**src/rtl/tqvp_nkanderson_wdt_resetctl_pkg.sv**
```systemverilog
// Shared definitions for the TinyQV watchdog peripherals: register map, ACK key,
// escalation FSM states and bus transfer-size codes.
package tqvp_nkanderson_wdt_pkg;

    localparam logic [5:0] ADDR_CTRL   = 6'd0;
    localparam logic [5:0] ADDR_GRACE  = 6'd1;
    localparam logic [5:0] ADDR_PULSE  = 6'd2;
    localparam logic [5:0] ADDR_ACK    = 6'd3;
    localparam logic [5:0] ADDR_STATUS = 6'd4;
    localparam logic [5:0] ADDR_EVENTS = 6'd5;

    localparam logic [31:0] ACK_MAGIC = 32'h0000_005A;

    localparam logic [1:0] XFER_8    = 2'b00;
    localparam logic [1:0] XFER_16   = 2'b01;
    localparam logic [1:0] XFER_32   = 2'b10;
    localparam logic [1:0] XFER_NONE = 2'b11;

    typedef enum logic [2:0] {
        IDLE  = 3'd0,
        WARN  = 3'd1,
        PULSE = 3'd2,
        HOLD  = 3'd3
    } wdtrc_state_e;

endpackage

```
**src/rtl/tqvp_nkanderson_wdt_resetctl_if.sv**
```systemverilog
// TinyQV peripheral register bus; the CPU side is master, the peripheral is slave.
interface tqvp_nkanderson_wdt_resetctl_if;

    logic [5:0]  address;
    logic [31:0] data_in;
    logic [1:0]  data_write_n;
    logic [1:0]  data_read_n;
    logic [31:0] data_out;
    logic        data_ready;

    modport master (
        output address, data_in, data_write_n, data_read_n,
        input  data_out, data_ready
    );

    modport slave (
        input  address, data_in, data_write_n, data_read_n,
        output data_out, data_ready
    );

endinterface

```
**src/rtl/tqvp_nkanderson_wdt_resetctl.sv**
```systemverilog
// Watchdog escalation stage: timeout -> interrupt + grace window -> timed reset pulse on uo_out[1].
// Optional macro WDTRC_EXT_FAULT_EN adds ui_in[6] as an external fault trigger.
module tqvp_nkanderson_wdt_resetctl
    import tqvp_nkanderson_wdt_pkg::*;
#(
    parameter int unsigned GRACE_W       = 16,
    parameter int unsigned PULSE_W       = 8,
    parameter int unsigned PULSE_DEFAULT = 16,
    parameter int unsigned EVT_W         = 8
) (
    input  logic       clk,
    input  logic       rst_n,
    input  logic       wdt_timeout,
    input  logic [7:0] ui_in,
    output logic [7:0] uo_out,
    output logic       user_interrupt,
    tqvp_nkanderson_wdt_resetctl_if.slave bus
);

    wdtrc_state_e       state_q, state_d;
    logic [GRACE_W-1:0] gcnt_q, gcnt_d, grace_q, grace_d;
    logic [PULSE_W-1:0] pcnt_q, pcnt_d, pulse_q, pulse_d;
    logic [EVT_W-1:0]   events_q, events_d;
    logic               rst_req_q, rst_req_d;
    logic               irq_q, irq_d;
    logic               caused_q, caused_d;
    logic               enable_q, enable_d;
    logic               lock_q, lock_d;

    logic               ext_fault;
    logic               trig;
    logic               wr_en;
    logic               rd_en;
    logic               ack;
    logic [31:0]        wdata;

`ifdef WDTRC_EXT_FAULT_EN
    assign ext_fault = ui_in[6];
`else
    logic unused_ui;
    assign ext_fault = 1'b0;
    assign unused_ui = ^ui_in;
`endif

    assign trig  = wdt_timeout | ext_fault;
    assign wr_en = bus.data_write_n != XFER_NONE;
    assign rd_en = bus.data_read_n != XFER_NONE;
    assign ack   = wr_en && (bus.address == ADDR_ACK) && (bus.data_in == ACK_MAGIC);

    // Narrow writes zero-extend into the target register.
    always_comb begin
        case (bus.data_write_n)
            XFER_8:  wdata = {24'd0, bus.data_in[7:0]};
            XFER_16: wdata = {16'd0, bus.data_in[15:0]};
            default: wdata = bus.data_in;
        endcase
    end

    always_comb begin
        state_d   = state_q;
        gcnt_d    = gcnt_q;
        pcnt_d    = pcnt_q;
        events_d  = events_q;
        rst_req_d = rst_req_q;
        irq_d     = irq_q;
        caused_d  = caused_q;
        enable_d  = enable_q;
        lock_d    = lock_q;
        grace_d   = grace_q;
        pulse_d   = pulse_q;

        if (wr_en && !lock_q) begin
            case (bus.address)
                ADDR_CTRL: begin
                    enable_d = wdata[0];
                    lock_d   = wdata[1];
                end
                ADDR_GRACE: grace_d = wdata[GRACE_W-1:0];
                ADDR_PULSE: pulse_d = wdata[PULSE_W-1:0];
                default: ;
            endcase
        end

        // ACK is applied first so that a same-cycle escalation set wins.
        if (ack) begin
            irq_d    = 1'b0;
            caused_d = 1'b0;
        end

        if (!enable_d) begin
            state_d   = IDLE;
            rst_req_d = 1'b0;
        end else begin
            case (state_q)
                IDLE: if (enable_q && trig) begin
                    state_d = WARN;
                    gcnt_d  = grace_q;
                    irq_d   = 1'b1;
                end
                WARN: begin
                    if (!trig) begin
                        state_d = IDLE;
                    end else if (gcnt_q == '0) begin
                        state_d   = PULSE;
                        pcnt_d    = (pulse_q == '0) ? PULSE_W'(1) : pulse_q;
                        rst_req_d = 1'b1;
                        caused_d  = 1'b1;
                        if (events_q != '1) events_d = events_q + 1'b1;
                    end else begin
                        gcnt_d = gcnt_q - 1'b1;
                    end
                end
                PULSE: begin
                    if (pcnt_q == PULSE_W'(1)) begin
                        state_d   = HOLD;
                        rst_req_d = 1'b0;
                    end else begin
                        pcnt_d = pcnt_q - 1'b1;
                    end
                end
                HOLD: if (!trig) state_d = IDLE;
                default: state_d = IDLE;
            endcase
        end
    end

    always_ff @(posedge clk or negedge rst_n) begin
        if (!rst_n) begin
            state_q   <= IDLE;
            gcnt_q    <= '0;
            pcnt_q    <= '0;
            events_q  <= '0;
            rst_req_q <= 1'b0;
            irq_q     <= 1'b0;
            caused_q  <= 1'b0;
            enable_q  <= 1'b0;
            lock_q    <= 1'b0;
            grace_q   <= '0;
            pulse_q   <= PULSE_W'(PULSE_DEFAULT);
        end else begin
            state_q   <= state_d;
            gcnt_q    <= gcnt_d;
            pcnt_q    <= pcnt_d;
            events_q  <= events_d;
            rst_req_q <= rst_req_d;
            irq_q     <= irq_d;
            caused_q  <= caused_d;
            enable_q  <= enable_d;
            lock_q    <= lock_d;
            grace_q   <= grace_d;
            pulse_q   <= pulse_d;
        end
    end

    always_comb begin
        bus.data_ready = rd_en;
        bus.data_out   = '0;
        if (rd_en) begin
            case (bus.address)
                ADDR_CTRL:   bus.data_out = {30'd0, lock_q, enable_q};
                ADDR_GRACE:  bus.data_out = 32'(grace_q);
                ADDR_PULSE:  bus.data_out = 32'(pulse_q);
                ADDR_STATUS: bus.data_out = {23'd0, ext_fault, state_q, caused_q, irq_q,
                                             rst_req_q, lock_q, enable_q};
                ADDR_EVENTS: bus.data_out = 32'(events_q);
                default:     bus.data_out = '1;
            endcase
        end
    end

    assign uo_out         = {6'd0, rst_req_q, 1'b0};
    assign user_interrupt = irq_q;

endmodule

```
**src/flat_wrapper.sv**
```systemverilog
// flat-port wrapper written by rule: the top's interface ports become plain ports
module tqvp_nkanderson_wdt_resetctl_flat import tqvp_nkanderson_wdt_pkg::*;
#(
    parameter int unsigned GRACE_W       = 16,
    parameter int unsigned PULSE_W       = 8,
    parameter int unsigned PULSE_DEFAULT = 16,
    parameter int unsigned EVT_W         = 8
)
  (clk, rst_n, wdt_timeout, ui_in, uo_out, user_interrupt, bus_address, bus_data_in, bus_data_write_n, bus_data_read_n, bus_data_out, bus_data_ready);
  tqvp_nkanderson_wdt_resetctl_if bus_i ();
  input  logic clk;
  input  logic rst_n;
  input  logic wdt_timeout;
  input  logic [7:0] ui_in;
  output logic [7:0] uo_out;
  output logic user_interrupt;
  input wire logic [$bits(bus_i.address)-1:0] bus_address;
  input wire logic [$bits(bus_i.data_in)-1:0] bus_data_in;
  input wire logic [$bits(bus_i.data_write_n)-1:0] bus_data_write_n;
  input wire logic [$bits(bus_i.data_read_n)-1:0] bus_data_read_n;
  output wire logic [$bits(bus_i.data_out)-1:0] bus_data_out;
  output wire logic [$bits(bus_i.data_ready)-1:0] bus_data_ready;
  assign bus_i.address = bus_address;
  assign bus_i.data_in = bus_data_in;
  assign bus_i.data_write_n = bus_data_write_n;
  assign bus_i.data_read_n = bus_data_read_n;
  assign bus_data_out = bus_i.data_out;
  assign bus_data_ready = bus_i.data_ready;
  tqvp_nkanderson_wdt_resetctl #(.GRACE_W(GRACE_W), .PULSE_W(PULSE_W), .PULSE_DEFAULT(PULSE_DEFAULT), .EVT_W(EVT_W)) u_core (.clk(clk), .rst_n(rst_n), .wdt_timeout(wdt_timeout), .ui_in(ui_in), .uo_out(uo_out), .user_interrupt(user_interrupt), .bus(bus_i));
endmodule
```
**config.mk**
```make
export PLATFORM = sky130hd
export DESIGN_NAME = tqvp_nkanderson_wdt_resetctl_flat
export DESIGN_NICKNAME = d
export VERILOG_FILES = /design/src/rtl/tqvp_nkanderson_wdt_resetctl_pkg.sv /design/src/rtl/tqvp_nkanderson_wdt_resetctl_if.sv /design/src/rtl/tqvp_nkanderson_wdt_resetctl.sv /design/src/flat_wrapper.sv
export SDC_FILE = /design/constraint.sdc
export NUM_CORES = 1
export LEC_CHECK = 0
export BUFFER_PORTS_ARGS = -buffer_cell sky130_fd_sc_hd__buf_2
export CAP_MARGIN = 20
export CORE_UTILIZATION = 55
export CTS_BUF_LIST = sky130_fd_sc_hd__clkbuf_8 sky130_fd_sc_hd__clkbuf_16
export DETAILED_ROUTE_END_ITERATION = 6
export PLACE_DENSITY = 0.92
export SYNTH_ARGS = -nofsm -noshare
export SYNTH_HDL_FRONTEND = slang
export SYNTH_SLANG_ARGS = --single-unit
```
**constraint.sdc**
```tcl
create_clock -name clk -period 2.7 [get_ports clk]
set_clock_uncertainty 0.15 [all_clocks]
set_input_delay 0.405 -clock clk [delete_from_list [all_inputs] [get_ports clk]]
set_output_delay 0.405 -clock clk [all_outputs]
set_load 0.02 [all_outputs]
```
* Word level (Yosys, flattened, before mapping)
Cells that the tools add are included.
** Word-level totals
- Bits of input ports :: 53
- Output and inout port bits :: 42
- Register bits after elaboration :: 64
** Cells by class
- Equal/unequal tests :: 26
- Reductions and logical operators :: 20
- Mux-type cells :: 35
- $add $sub $neg :: 3
** Operators by type and width (count)
- $pmux W32 S5 :: 1
- $pmux W16 S2 :: 2
- $mux W16 :: 3
- $eq A32 B7 Y1 const B :: 1
- $mux W32 :: 1
- $mux W8 :: 4
- $mux W3 :: 6
- $ne A3 B3 Y1 const B :: 6
- $logic_not A16 Y1 :: 1
- $pmux W8 S2 :: 1
- $sub A16 B1 Y16 const B :: 1
- $mux W1 :: 15
- $reduce_and A5 Y1 :: 3
- $eq A6 B2 Y1 const B :: 2
- $eq A6 B3 Y1 const B :: 2
- $pmux W3 S4 :: 1
- $ne A2 B2 Y1 const B :: 5
- $add A8 B1 Y8 const B :: 1
- $eq A8 B1 Y1 const B :: 1
- $logic_not A8 Y1 :: 1
- $ne A8 B8 Y1 const B :: 1
- $reduce_and A4 Y1 :: 2
- $sub A8 B1 Y8 const B :: 1
- $eq A3 B2 Y1 const B :: 2
- other kinds (13) :: 20

* Longest topological paths before layout
Gate-level depths: netlist of run 1.
- Word-level depth :: 8
- Depth in mapped cells :: 9
- Depth with buffers taken out :: 7

* Worst setup path before layout of run 1
OpenSTA, ideal clock, no wires.
- Kind :: input-to-output
- Start :: input bus_address[1]
- End :: output bus_data_out[17]
- Data arrival time :: 2258 ps
- Path slack :: -113 ps
- Stages on the path :: 4
- Required time :: 2145 ps
- Buffers on the path :: 2
- Cells stage by stage :: clkbuf_1 > o21ai_0 > a21oi_1 > buf_4
** On the way
- Cells in the longest elaborated chain, start to end :: 3
- Elaborated cells on any way between the ends :: 7
- Classes of those cells :: 4 x eq/ne; 2 x mux; 1 x reduce/logical
** RTL lines
- from (decl) :: RTL line flat_wrapper.sv:17 : input wire logic [$bits(bus_i.address)-1:0] bus_address;
- $eq A6 B3 Y1 (tied with other cells) :: RTL line tqvp_nkanderson_wdt_resetctl.sv:159 : case (bus.address)
- $pmux W32 S5 * :: RTL line tqvp_nkanderson_wdt_resetctl.sv:159
- $mux W32 * :: RTL line tqvp_nkanderson_wdt_resetctl.sv:158 : if (rd_en) begin
- to (decl) :: RTL line flat_wrapper.sv:21 : output wire logic [$bits(bus_i.data_out)-1:0] bus_data_out;
Every way passes the cells marked *; elsewhere a longest branch is shown, timed or not.

* Worst setup path in the final report of run 1
- Start :: input bus_address[5]
- End :: output bus_data_out[4]
The elaborated chain is that of the path after synthesis.

==> flow_metrics.py, run 1 <==
metrics = {
    "run_status": {
        "outcome": "finished, final reports clean",
    },
    "floorplanning": {
        "fp-row-count": 30,
        "initial_utilization_pct": 58.2,
        "die_x_um": 88.0,
        "die_area_sq_mm": 0.00774,
        "die_h_um": 88.0,
        "core_sq_mm": 0.00698,
        "ios": 95,
    },
    "placement": {
        "dp_hpwl_um": 8370,
        "gp_congestion": 0.971,
        "portBuffers": 79,
        "dpl_cell_area_sq_mm": 0.00448,
    },
    "power_and_ir_drop": {
        "p_leak_nw": 2.07,
        "ir_drop_mv": 0.464,
        "p_per_area_mw_per_mm2": 849,
        "total_power_w": 0.00399,
    },
    "critical_path": {
        "critPathLaunchType": "primary input",
        "r2r_end": "u_core.events_q[5]$_DFFE_PN0P_",
        "cp-startpoint": "bus_address[5]",
        "crit_type": "primary input to output pin",
        "worstPathArrival_ns": 2.09,
        "r2r_start": "u_core.gcnt_q[12]$_DFFE_PN0P_",
        "crit_path_end": "bus_data_out[4]",
        "cp.required_ns": 2.14,
        "rrSetupSlack_ns": 0.24,
        "reg2regPathDepth": 6,
        "cp-end-kind": "output pin",
        "cp_max_fo": 6,
    },
    "yosys": {
        "synth_xor_area_share_pct": 1.08,
        "yosysMostFrequentCell": "dfrtp_1",
        "synth.mux.area_fraction_pct": 4.99,
        "netlist_top_cells_area": "dfrtp_1 (38%), a21oi_1 (5.3%), buf_4 (4.2%), nand2_1 (4.2%), mux2_2 (3.6%)",
        "ys_seq_area_share_pct": 38.8,
        "yosysTopAreaCellShare_pct": 38.2,
        "syn_inst": 461,
        "async_flop_share_pct": 100,
        "ys_ff_latch": 63,
        "synth_common_cells": "dfrtp_1 (62), nand2_1 (45), a21oi_1 (43)",
        "avgSynthCellArea_sq_um": 8.82,
        "synth_compound_area_share_pct": 24.1,
        "synth_edf_count": 0,
        "synthFlopType": "dfrtp_1",
        "netlist_area_sq_mm": 0.00406,
        "ys_warn_count": 0,
        "synthSimpleGateAreaFrac_pct": 19.4,
        "synth-adder-area-share_pct": 3.08,
        "synth_top_family_by_area": "compound AO/OA/AOI/OAI gates",
        "post_synth_num_cell_types": 63,
        "synth_top_area_cell": "dfrtp_1",
    },
    "grt": {
        "grt_overflow": 0,
        "grt_pass1_wl_um": 18900,
        "antenna_found_initial": 0,
        "grt_pass1_vias": 3812,
        "grt_max_degree": 42,
        "track_usage_pct": 32.4,
    },
    "clock_tree": {
        "ctsHoldBuffers": 1,
        "cts-root-buf": "clkbuf_8",
        "clock_sinks": 63,
        "cts_buffer_depth": 2,
        "insertion_delay_ns": 0.35,
        "cts.repair.resized": 0,
        "clk_pin_slew_ns": 0.07,
        "cts_setup_buffers": 0,
        "h-tree-depth": 3,
        "cts_buffers": 9,
        "cts_tree": "built",
    },
    "run": {
        "max_cap_violations": 0,
    },
    "cells_and_area": {
        "fin_area_sq_mm": 0.00470,
        "nets": 592,
        "utilization_pct": 67.3,
        "syn2layout_area_growth_pct": 15.7,
        "n_antenna_cell": 0,
        "drive_above_1_share_pct": 26.6,
    },
    "timing": {
        "tns_ns": 0,
        "worst_pin_slew_ns": 0.859,
        "max_freq_ghz": 0.378,
        "period_minus_slack_ns": 2.64,
        "period_share_pct": 97.9,
        "slew_headroom_pct": 42.7,
        "report.final.slew_viol_count": 0,
        "setup_viol": 0,
        "rsz0062_at_grt": "false",
        "hold_viol_final": 0,
    },
    "routing": {
        "drt_iter0_markers": 551,
        "drc": 0,
        "drt_wl_total_um": 12100,
        "num_vias": 4092,
        "vias_per_cell": 6.50,
        "wire_per_inst_um": 19.1,
        "firstDrtPassIters": 6,
        "drtAntennaViolNets": 0,
    },
    "worst_hold_path": {
        "hold_class": "primary input to flip-flop",
    },
}
[area by class of cell]
cell class | count | area, sq um
Fill cell | 534 | 2280
Multi-Input combinational cell | 337 | 2170
Sequential cell | 63 | 1580
Timing Repair Buffer | 100 | 556
Clock buffer | 12 | 165
Tap cell | 96 | 120
Inverter | 18 | 67.6
Clock inverter | 4 | 43.8
[per-layer routing]
metal | share of wire, % | GRT usage [%] | vias up
met1 | 38 | 42.2 | 1910
li1 | - | - | 1838
met3 | 8.9 | 5.75 | 69
met4 | 4.5 | 14.5 | 0
met2 | 48 | 52.7 | 275
met5 | 0 | 0 | -
[sequential cells by signal, indices dropped and copies added (netlist names)]
register	flops
u_core.caused_q	1
u_core.enable_q	1
u_core.events_q	8
u_core.gcnt_q	16
u_core.grace_q	16
u_core.lock_q	1
u_core.pcnt_q	8
u_core.pulse_q	8
u_core.rst_req_q	1
u_core.state_q	2
u_core.user_interrupt	1
[worst min-delay path by stage]
stage                              start                              to  slack (ns)  depth (start not counted)
2_1_floorplan                      rst_n       u_core.caused_q$_DFF_PN0_       -0.04                          0
5_1_grt                  bus_data_in[10]  u_core.grace_q[10]$_DFFE_PN0P_        0.15                          3
4_1_cts                   bus_data_in[8]   u_core.grace_q[8]$_DFFE_PN0P_        0.14                          3
3_5_place_dp   u_core.caused_q$_DFF_PN0_       u_core.caused_q$_DFF_PN0_        0.34                          1
6_report                 bus_data_in[11]  u_core.grace_q[11]$_DFFE_PN0P_        0.15                          3
3_3_place_gp                       rst_n    u_core.gcnt_q[3]$_DFFE_PN0P_        0.33                          1
[power breakdown]
part           total (W)  switching, W  internal [W]
Clock           0.000896      0.000399      0.000496
Combinational    0.00157      0.000946      0.000621
Sequential       0.00153      0.000323       0.00121
Total            0.00399       0.00167       0.00232
[critical path, cell delays in order]
cell and delay, ns:
buf_2 0.10, nor3_1 0.50, buf_4 0.25, and3_1 0.27, a221oi_1 0.11, a21oi_1 0.24
buf_2 0.21
[logic make-up after synthesis]
group,after synthesis
buffers and inverters,67
and+or+nand+nor,143
adders and majority gates,10
other,1
muxes,18
xor gates and xnor gates,5
AOI/OAI and AO/OA,154
DFF,63
[through the flow]
stage                     hold WS, ns  setup WS [ns]  std cells
after CTS                       0.143          0.130        630
after global placement          0.331          0.177        613
after detailed placement        0.343         0.0723        613
after global routing            0.146         0.0400        630
final                           0.145         0.0576        630
after floorplan               -0.0406          0.344        467
[placed cells by master, fill, tap and decap left out, types with 13 or more instances in the layout]
cell and count:
a21oi_1 42, buf_2 79, nor2_1 13, o21ai_0 27, a31oi_1 19, buf_4 20
inv_1 17, nand2_1 45, nand3_1 17, dfrtp_1 62, mux2_2 13
Power figures use the tool's default switching activity.
==> inputs of run 2 (changes only) <==
--- a/config.mk
+++ b/config.mk
@@ -8,7 +8,6 @@
 export BUFFER_PORTS_ARGS = -buffer_cell sky130_fd_sc_hd__buf_2
 export CAP_MARGIN = 20
 export CORE_UTILIZATION = 55
-export CTS_BUF_LIST = sky130_fd_sc_hd__clkbuf_8 sky130_fd_sc_hd__clkbuf_16
 export DETAILED_ROUTE_END_ITERATION = 6
 export PLACE_DENSITY = 0.92
 export SYNTH_ARGS = -nofsm -noshare
==> flow_metrics.py, run 2 (synthesis gave the netlist of run 1 again) <==
metrics = {
    "run_status": {
        "outcome": "finished, final reports clean",
    },
    "routing": {
        "wire_per_inst_um": 19.1,
        "drc": 0,
        "firstDrtPassIters": 5,
        "drtAntennaViolNets": 0,
        "drt_iter0_markers": 489,
        "num_vias": 4085,
        "drt_wl_total_um": 12000,
        "vias_per_cell": 6.48,
    },
    "floorplanning": {
        "die_x_um": 88.0,
        "initial_utilization_pct": 58.2,
        "die_h_um": 88.0,
        "ios": 95,
        "die_area_sq_mm": 0.00774,
        "fp-row-count": 30,
        "core_sq_mm": 0.00698,
    },
    "placement": {
        "gp_congestion": 0.971,
        "portBuffers": 79,
        "dpl_cell_area_sq_mm": 0.00448,
        "dp_hpwl_um": 8370,
    },
    "timing": {
        "rsz0062_at_grt": "false",
        "worst_pin_slew_ns": 0.853,
        "tns_ns": 0,
        "report.final.slew_viol_count": 0,
        "period_minus_slack_ns": 2.69,
        "max_freq_ghz": 0.371,
        "setup_viol": 0,
        "period_share_pct": 99.7,
        "slew_headroom_pct": 43.1,
        "hold_viol_final": 0,
    },
    "clock_tree": {
        "clock_sinks": 63,
        "clk_pin_slew_ns": 0.07,
        "cts_setup_buffers": 0,
        "cts_buffer_depth": 2,
        "cts-root-buf": "clkbuf_8",
        "cts_tree": "built",
        "insertion_delay_ns": 0.36,
        "cts.repair.resized": 0,
        "cts_buffers": 9,
        "h-tree-depth": 3,
    },
    "grt": {
        "antenna_found_initial": 0,
        "track_usage_pct": 32.4,
        "grt_pass1_vias": 3812,
        "grt_pass1_wl_um": 18900,
        "grt_max_degree": 42,
        "grt_overflow": 0,
    },
    "critical_path": {
        "r2r_end": "u_core.events_q[5]$_DFFE_PN0P_",
        "critPathLaunchType": "primary input",
        "r2r_start": "u_core.gcnt_q[12]$_DFFE_PN0P_",
        "rrSetupSlack_ns": 0.23,
        "cp.required_ns": 2.14,
        "crit_type": "primary input to output pin",
        "cp-end-kind": "output pin",
        "cp_max_fo": 6,
        "worstPathArrival_ns": 2.14,
        "reg2regPathDepth": 6,
    },
    "worst_hold_path": {
        "hold_depth": 3,
        "hold_class": "primary input to flip-flop",
        "worstHoldEndpoint": "u_core.grace_q[11]$_DFFE_PN0P_",
        "hold_start": "bus_data_in[11]",
    },
    "power_and_ir_drop": {
        "p_leak_nw": 2.07,
        "p_sw_w": 0.00168,
        "total_power_w": 0.00400,
        "power.internal_w": 0.00233,
        "ir_drop_mv": 0.464,
        "pwr-share-seq_pct": 38.2,
        "p_per_area_mw_per_mm2": 851,
        "swShare_pct": 41.8,
        "power_frac_comb_pct": 39.2,
        "power_frac_clock_pct": 22.5,
    },
    "cells_and_area": {
        "final_cell_mix": "buf_2 (79), dfrtp_1 (62), nand2_1 (45), a21oi_1 (42), o21ai_0 (27)",
        "syn2layout_area_growth_pct": 15.7,
        "n_antenna_cell": 0,
        "nets": 592,
        "drive_above_1_share_pct": 26.6,
        "fin_area_sq_mm": 0.00470,
        "largestRegisters": "u_core.gcnt_q (16), u_core.grace_q (16)",
        "mostFrequentLayoutCell": "buf_2",
    },
    "run": {
        "max_cap_violations": 0,
    },
}
==> run 2: layout make-up <==
cell class	count	area (sq um)
multi-input cells	337	2170
inverters	18	67.6
clock buffers	13	169
well taps	96	120
clock inverters	3	40.0
repair buffers	100	556
flip-flops and latches	63	1580
fillers	534	2280
==> run 2: worst max path at each step <==
stage / cells past startpoint / from / to
floorplan: 5 / u_core.gcnt_q[12]$_DFFE_PN0P_ / u_core.events_q[6]$_DFFE_PN0P_
global placement: 6 / bus_address[5] / u_core.events_q[6]$_DFFE_PN0P_
detailed placement: 6 / bus_address[5] / u_core.events_q[6]$_DFFE_PN0P_
CTS: 7 / bus_address[5] / bus_data_out[6]
global route: 7 / bus_address[5] / bus_data_out[4]
finish: 7 / bus_address[5] / bus_data_out[4]
==> run 2: per-stage QoR <==
step                setup WS, ns  util, %  hold WS (ns)  std cells
floorplan                  0.344        -       -0.0406        467
global placement           0.177     64.2         0.331        613
detailed placement        0.0723     64.2         0.343        613
CTS                        0.130     67.3         0.143        630
global route              0.0400     67.3         0.146        630
finish                   0.00718     67.3         0.147        630
==> run 2: what timing repair did <==
action	CTS	global route
endpoints found under the hold margin	26	0
setup endpoints to repair	0	0
hold buffers	1	0
==> run 2: power groups by stage <==
stage / Sequential [W] / Clock [W] / Combinational (W)
global placement: 0.00150 / 0 / 0.00145
finish: 0.00153 / 0.000901 / 0.00157
global route: 0.00156 / 0.000928 / 0.00174
CTS: 0.00151 / 0.000894 / 0.00154
floorplan: 0.00143 / 0 / 0.00115
detailed placement: 0.00152 / 0 / 0.00152
==> run 2: per-layer routing <==
layer | up-vias | track usage, % | wire, um
li1 | 1834 | - | -
met1 | 1910 | 42.2 | 4710
met2 | 273 | 52.7 | 5780
met3 | 68 | 5.75 | 1050
met4 | 0 | 14.5 | 511
met5 | - | 0 | 0
==> run 2: critical path, cell delays in order <==
cell	delay, ns
buf_2	0.10
nor3_1	0.54
buf_4	0.26
and3_1	0.26
a221oi_1	0.10
a21oi_1	0.25
buf_2	0.21
